==> config.mk <==
export PLATFORM = sky130hd
export DESIGN_NAME = seq_comparator_flat
export DESIGN_NICKNAME = d
export VERILOG_FILES = /design/src/rtl/seq_comparator_pkg.sv /design/src/rtl/seq_comparator_if.sv /design/src/rtl/seq_comparator_chunk_cmp.sv /design/src/rtl/seq_comparator.sv /design/src/flat_wrapper.sv
export SDC_FILE = /design/constraint.sdc
export NUM_CORES = 1
export LEC_CHECK = 0
export CELL_PAD_IN_SITES_DETAIL_PLACEMENT = 0
export CELL_PAD_IN_SITES_GLOBAL_PLACEMENT = 2
export CORE_UTILIZATION = 33
export CTS_CLUSTER_DIAMETER = 150
export DETAILED_ROUTE_END_ITERATION = 16
export PLACE_DENSITY = 0.81
export REMOVE_ABC_BUFFERS = 1
export SLEW_MARGIN = 20
export SYNTH_ARGS = -nofsm -noshare
export SYNTH_HDL_FRONTEND = slang
export SYNTH_HIERARCHICAL = 1
export SYNTH_SLANG_ARGS = --single-unit
==> constraint.sdc <==
create_clock -name clk -period 3.4 [get_ports clk]
set_clock_uncertainty 0.15 [all_clocks]
set_input_delay 0.68 -clock clk [delete_from_list [all_inputs] [get_ports clk]]
set_output_delay 0.68 -clock clk [all_outputs]
set_load 0.02 [all_outputs]
==> src/rtl/seq_comparator_pkg.sv <==
// Shared types and helpers for the multi-cycle magnitude comparator.
package seq_comparator_pkg;

  typedef enum logic [0:0] {
    S_IDLE = 1'b0,
    S_RUN  = 1'b1
  } state_t;

  // Width of the chunk counter / cycles field: must hold values 0..nchunk.
  function automatic int unsigned cnt_width(input int unsigned nchunk);
    return $clog2(nchunk + 1);
  endfunction

endpackage

==> src/rtl/seq_comparator_if.sv <==
// Start/busy/done handshake and operand/result bundle for seq_comparator.
interface seq_comparator_if
  import seq_comparator_pkg::*;
#(
  parameter int unsigned WIDTH = 8,
  parameter int unsigned CHUNK = 2
);

  localparam int unsigned NCHUNK = WIDTH / CHUNK;
  localparam int unsigned CW     = cnt_width(NCHUNK);

  logic             start;
  logic             is_signed;
  logic [WIDTH-1:0] x;
  logic [WIDTH-1:0] y;
  logic             busy;
  logic             done;
  logic             eq;
  logic             lt;
  logic             gt;
  logic [CW-1:0]    cycles;

  modport master (
    output start, is_signed, x, y,
    input  busy, done, eq, lt, gt, cycles
  );

  modport slave (
    input  start, is_signed, x, y,
    output busy, done, eq, lt, gt, cycles
  );

endinterface

==> src/rtl/seq_comparator_chunk_cmp.sv <==
// Combinational unsigned compare of one CHUNK-bit slice.
module chunk_cmp #(
  parameter int unsigned CHUNK = 2
) (
  input  logic [CHUNK-1:0] a,
  input  logic [CHUNK-1:0] b,
  output logic             c_lt,
  output logic             c_gt
);

  assign c_lt = (a < b);
  assign c_gt = (a > b);

endmodule

==> src/rtl/seq_comparator.sv <==
// Multi-cycle MSB-first magnitude comparator, CHUNK bits per clock with early exit.
module seq_comparator
  import seq_comparator_pkg::*;
#(
  parameter int unsigned WIDTH = 8,
  parameter int unsigned CHUNK = 2
) (
  input  logic           clk,
  input  logic           reset,
  seq_comparator_if.slave bus
);

  localparam int unsigned NCHUNK = WIDTH / CHUNK;
  localparam int unsigned CW     = cnt_width(NCHUNK);
  localparam logic [WIDTH-1:0] MSB_MASK = WIDTH'(1) << (WIDTH - 1);

  state_t           state, state_nx;
  logic [WIDTH-1:0] xs, ys, xs_nx, ys_nx;
  logic [CW-1:0]    cnt, cnt_nx;
  logic [CW-1:0]    cycles_q, cycles_nx;
  logic             busy_q, busy_nx;
  logic             done_q, done_nx;
  logic             eq_q, eq_nx;
  logic             lt_q, lt_nx;
  logic             gt_q, gt_nx;

  logic             c_lt, c_gt;
  logic             differ;
  logic             last;

  chunk_cmp #(.CHUNK(CHUNK)) u_chunk_cmp (
    .a    (xs[WIDTH-1 -: CHUNK]),
    .b    (ys[WIDTH-1 -: CHUNK]),
    .c_lt (c_lt),
    .c_gt (c_gt)
  );

  assign differ = c_lt | c_gt;
  assign last   = (cnt == CW'(NCHUNK - 1));

  // State register plus datapath/result registers.
  always_ff @(posedge clk) begin
    if (reset) begin
      state    <= S_IDLE;
      xs       <= '0;
      ys       <= '0;
      cnt      <= '0;
      cycles_q <= '0;
      busy_q   <= 1'b0;
      done_q   <= 1'b0;
      eq_q     <= 1'b0;
      lt_q     <= 1'b0;
      gt_q     <= 1'b0;
    end else begin
      state    <= state_nx;
      xs       <= xs_nx;
      ys       <= ys_nx;
      cnt      <= cnt_nx;
      cycles_q <= cycles_nx;
      busy_q   <= busy_nx;
      done_q   <= done_nx;
      eq_q     <= eq_nx;
      lt_q     <= lt_nx;
      gt_q     <= gt_nx;
    end
  end

  // Next-state logic.
  always_comb begin
    state_nx = state;
    case (state)
      S_IDLE:  if (bus.start)      state_nx = S_RUN;
      S_RUN:   if (differ || last) state_nx = S_IDLE;
      default: state_nx = S_IDLE;
    endcase
  end

  // Datapath and result next values; results hold unless a compare finishes.
  always_comb begin
    xs_nx     = xs;
    ys_nx     = ys;
    cnt_nx    = cnt;
    cycles_nx = cycles_q;
    busy_nx   = busy_q;
    done_nx   = 1'b0;
    eq_nx     = eq_q;
    lt_nx     = lt_q;
    gt_nx     = gt_q;
    case (state)
      S_IDLE: begin
        if (bus.start) begin
          // Flipping both sign bits maps two's-complement order onto unsigned order.
          xs_nx   = bus.is_signed ? (bus.x ^ MSB_MASK) : bus.x;
          ys_nx   = bus.is_signed ? (bus.y ^ MSB_MASK) : bus.y;
          cnt_nx  = '0;
          busy_nx = 1'b1;
        end
      end
      S_RUN: begin
        if (differ) begin
          eq_nx     = 1'b0;
          lt_nx     = c_lt;
          gt_nx     = c_gt;
          done_nx   = 1'b1;
          busy_nx   = 1'b0;
          cycles_nx = cnt + CW'(1);
        end else if (last) begin
          eq_nx     = 1'b1;
          lt_nx     = 1'b0;
          gt_nx     = 1'b0;
          done_nx   = 1'b1;
          busy_nx   = 1'b0;
          cycles_nx = CW'(NCHUNK);
        end else begin
          xs_nx  = xs << CHUNK;
          ys_nx  = ys << CHUNK;
          cnt_nx = cnt + CW'(1);
        end
      end
      default: begin
        busy_nx = 1'b0;
      end
    endcase
  end

  assign bus.busy   = busy_q;
  assign bus.done   = done_q;
  assign bus.eq     = eq_q;
  assign bus.lt     = lt_q;
  assign bus.gt     = gt_q;
  assign bus.cycles = cycles_q;

endmodule

==> src/flat_wrapper.sv <==
// flat-port wrapper written by rule: the top's interface ports become plain ports
module seq_comparator_flat import seq_comparator_pkg::*;
#(
  parameter int unsigned WIDTH = 8,
  parameter int unsigned CHUNK = 2
)
  (clk, reset, bus_start, bus_is_signed, bus_x, bus_y, bus_busy, bus_done, bus_eq, bus_lt, bus_gt, bus_cycles);
  seq_comparator_if #(.WIDTH(WIDTH), .CHUNK(CHUNK)) bus_i ();
  input  logic clk;
  input  logic reset;
  input wire logic [$bits(bus_i.start)-1:0] bus_start;
  input wire logic [$bits(bus_i.is_signed)-1:0] bus_is_signed;
  input wire logic [$bits(bus_i.x)-1:0] bus_x;
  input wire logic [$bits(bus_i.y)-1:0] bus_y;
  output wire logic [$bits(bus_i.busy)-1:0] bus_busy;
  output wire logic [$bits(bus_i.done)-1:0] bus_done;
  output wire logic [$bits(bus_i.eq)-1:0] bus_eq;
  output wire logic [$bits(bus_i.lt)-1:0] bus_lt;
  output wire logic [$bits(bus_i.gt)-1:0] bus_gt;
  output wire logic [$bits(bus_i.cycles)-1:0] bus_cycles;
  assign bus_i.start = bus_start;
  assign bus_i.is_signed = bus_is_signed;
  assign bus_i.x = bus_x;
  assign bus_i.y = bus_y;
  assign bus_busy = bus_i.busy;
  assign bus_done = bus_i.done;
  assign bus_eq = bus_i.eq;
  assign bus_lt = bus_i.lt;
  assign bus_gt = bus_i.gt;
  assign bus_cycles = bus_i.cycles;
  seq_comparator #(.WIDTH(WIDTH), .CHUNK(CHUNK)) u_core (.clk(clk), .reset(reset), .bus(bus_i));
endmodule
==> impl_results.md <==
- R2R Path Start: u_core/ys[7]$_SDFFE_PP0P_
- IO Port Bufs: 27
- CP cell instances: inv_1 -> ha_1 -> nor2b_4 -> nor2_1 -> or4b_1 -> nand2_8 -> a211oi_1
- Reg2reg end: u_core/ys[5]$_SDFFE_PP0P_
- Final WS setup: around 990 ps
- Post-synthesis cell count: 140
- Cell Area, Placed: ~1600 um2
- LEAKAGE: between 0.0005 and 0.0006 uW
- CP Capture Type: register
- DP Worst Slack: roughly 1000 ps
- Worst Tran Pin Value: roughly 1000 ps
- Detailed Route WL: 2710 um
- Critical Path AT: between 2000 and 2500 ps
- Hold Crit Class: reg2reg
- Via count: 1080
- Initial Utilization: roughly 36%
- Wire per inst: between 10 and 15 um
- Register area share after synthesis: approximately two fifths
- Antenna cells: 0
- First-pass GRT wire length: between 4000 and 5000 um
- H-Tree Depth: 1
- GPL Wtd Cong: roughly 0.64
- P&R area growth vs syn: 25.5%
- Final worst path period share: 70.8%
- Crit path required time: between 3000 and 4000 ps
- Clk buf depth: 2
- Initial antenna violation count: 0
- Slew headroom: 32.1%
- Worst reg2reg setup slack: 990 ps
- Skew-Pair Late Insertion Delay: ~270 ps
- Residual DRC: 0
- R2r worst-path depth: 7
- Largest net degree at the start of global routing: 29
- PD cells: 554 nW/um2
- Final Setup Violations: 0
- Max-slew violation count: 0
- Die Y: roughly 66 um
- Initial DRC Count: a little over 50
- Largest stage delay on the critical path: about 510 ps
- Rows: 22
- Root buf cell: clkbuf_8
- Die Wd: around 66 um
- MaxCap Viol Count: 0
- Core Footprint: 3770 um2
- Synthesized flop and latch total: 28
- Maximum vdd drop: 315 uV
- Mapped cell area: between 1000 and 1500 um2
- Setup TNS: 0 ps
- Yosys warning total: 6
- Gr usage total: 14.5%
- Cts hold-fix bufs: 0
- Boundary Pins: 28
- Congestion Overflow GR: 0
- Clock Sinks: 28
- CP Class: reg2reg
- Drt first pass iters: 4
- Vias in the first global route: approximately 1100
- Share of layout cells above drive strength 1: slightly above 6%
- Antenna-violating nets left: 0
- Fin crit period: 2410 ps
- Die area: approximately 4300 um2
- Vias per std cell: ~5
- Avg Cell Area, Syn: about 9.6 um2
- Clock Pin Slew Worst Setup and Hold Paths: approximately 100 ps
- Fin area: ~1700 um2
- Critical Path Sink: u_core/ys[5]$_SDFFE_PP0P_
- RSZ-0062 raised after global routing: false
- CP max FO: 10
- Endpoints failing hold: 0
- CTS buffer count: 3
- Outcome: completed
- CTS tree: built
- Fmax: around 420 MHz
- Distinct cell type count after synthesis: 30
- Fin nets: 188
- Setup crit start: u_core/ys[7]$_SDFFE_PP0P_
- Slowest CP cell: or4b_1
- Startpoint types: register
- # Post-CTS Setup Buffers: 0
- Post-CTS resize count: 0
- # fillers: approximately 370
- DP Wirelength: slightly below 2000 um
## cell type report
cell class              instances  area, um2  area share (%)
clock buffers                   3       41.3            2.45
clock inverters                 1       30.0            1.78
inverters                       5       18.8            1.11
multi-input cells              96        692            41.0
flip-flops and latches         28        561            33.2
well taps                      48       60.1            3.56
repair buffers                 29        285            16.9
## logic make-up after synthesis
family | Yosys count | synth area share, %
AND/OR/NAND/NOR | 44 | 20.3
AO/OA/AOI/OAI | 35 | 17.8
flip-flops | 28 | 41.7
buffers and inverters | 16 | 6.88
multiplexers | 10 | 7.44
adder cells (fa/ha/maj) | 5 | 4.65
XOR/XNOR | 2 | 1.30
## flip-flops by register name, summed over array words and instances (netlist names)
register and cells:
u_core/bus.busy 1, u_core/bus.cycles 3, u_core/bus.done 1, u_core/bus.eq 1
u_core/bus.gt 1, u_core/bus.lt 1, u_core/cnt 3, u_core/state 1
u_core/xs 8, u_core/ys 8
## synthesized netlist by cell type
cell	number	share of area, %
dfxtp_1	28	42
a21oi_1	12	4.5
nor3_1	12	4.5
a211oi_1	10	5.6
mux2i_1	10	7.4
nand3_1	9	3.3
nor2_1	8	2.2
ha_1	5	4.7
inv_1	5	1.4
a22oi_1	4	2.2
clkbuf_1	4	1.1
nand3b_1	4	2.2
buf_6	3	2.5
nand2b_1	3	1.4
buf_2	2	0.74
buf_4	2	1.1
nand2_1	2	0.56
o21ai_0	2	0.74
o221ai_1	2	1.3
o31ai_1	2	1.1
xor2_1	2	1.3
a221oi_1	1	0.65
a2bb2oi_2	1	1.1
nand2_8	1	1.5
nor2b_1	1	0.47
nor2b_4	1	1.0
nor4b_4	1	1.8
o21a_1	1	0.56
or2b_1	1	0.56
or4b_1	1	0.74
## per-stage QoR
stage	power [uW]	hold WS [ps]	cells	util, %
floorplan	590	287	129	-
global placement	678	306	206	42.9
detailed placement	684	306	206	42.9
CTS	947	319	210	44.8
global route	995	358	210	44.8
finish	935	320	210	44.8
## power by group
group	internal (uW)	switching, uW
logic	130	147
clock network	158	103
registers	370	27.3
## placed cells by master (no fill, tap or decap), types with 5 or more instances in the layout
| cell type | count |
|---|---|
| dfxtp_1 | 28 |
| clkdlybuf4s50_1 | 27 |
| ha_1 | 5 |
| nand3_1 | 9 |
| mux2i_1 | 10 |
| a21oi_1 | 12 |
| nor3_1 | 12 |
| a211oi_1 | 10 |
| inv_1 | 5 |
| nor2_1 | 8 |
## layer usage
layer / vias to the layer above / part of all wire (%) / track usage, %
met4: 0 / 0.81 / 4.89
met3: 2 / 2.9 / 3.62
li1: 555 / - / -
met5: - / 0 / 0
met1: 508 / 48 / 17.5
met2: 15 / 48 / 24.7
## critical path: cells and delay by family (launching register included)
family	cells	cell delay, ps
and+or+nand+nor	4	1230
DFF	1	340
adders and majority gates	1	300
AOI/OAI and AO/OA	1	240
buffers and inverters	1	50
## worst min path at each step
stage / startpoint / end / slack [ps] / depth (start not counted)
floorplan: u_core/xs[0]$_SDFFE_PP0P_ / u_core/xs[0]$_SDFFE_PP0P_ / 290 / 2
global placement: u_core/cnt[2]$_SDFFE_PP0P_ / u_core/cnt[2]$_SDFFE_PP0P_ / 310 / 2
detailed placement: u_core/ys[7]$_SDFFE_PP0P_ / u_core/ys[7]$_SDFFE_PP0P_ / 310 / 2
CTS: u_core/ys[7]$_SDFFE_PP0P_ / u_core/ys[7]$_SDFFE_PP0P_ / 320 / 2
global route: u_core/ys[1]$_SDFFE_PP0P_ / u_core/ys[1]$_SDFFE_PP0P_ / 360 / 2
finish: u_core/ys[7]$_SDFFE_PP0P_ / u_core/ys[7]$_SDFFE_PP0P_ / 320 / 2
Note: power is estimated with default switching activity, not from simulation.
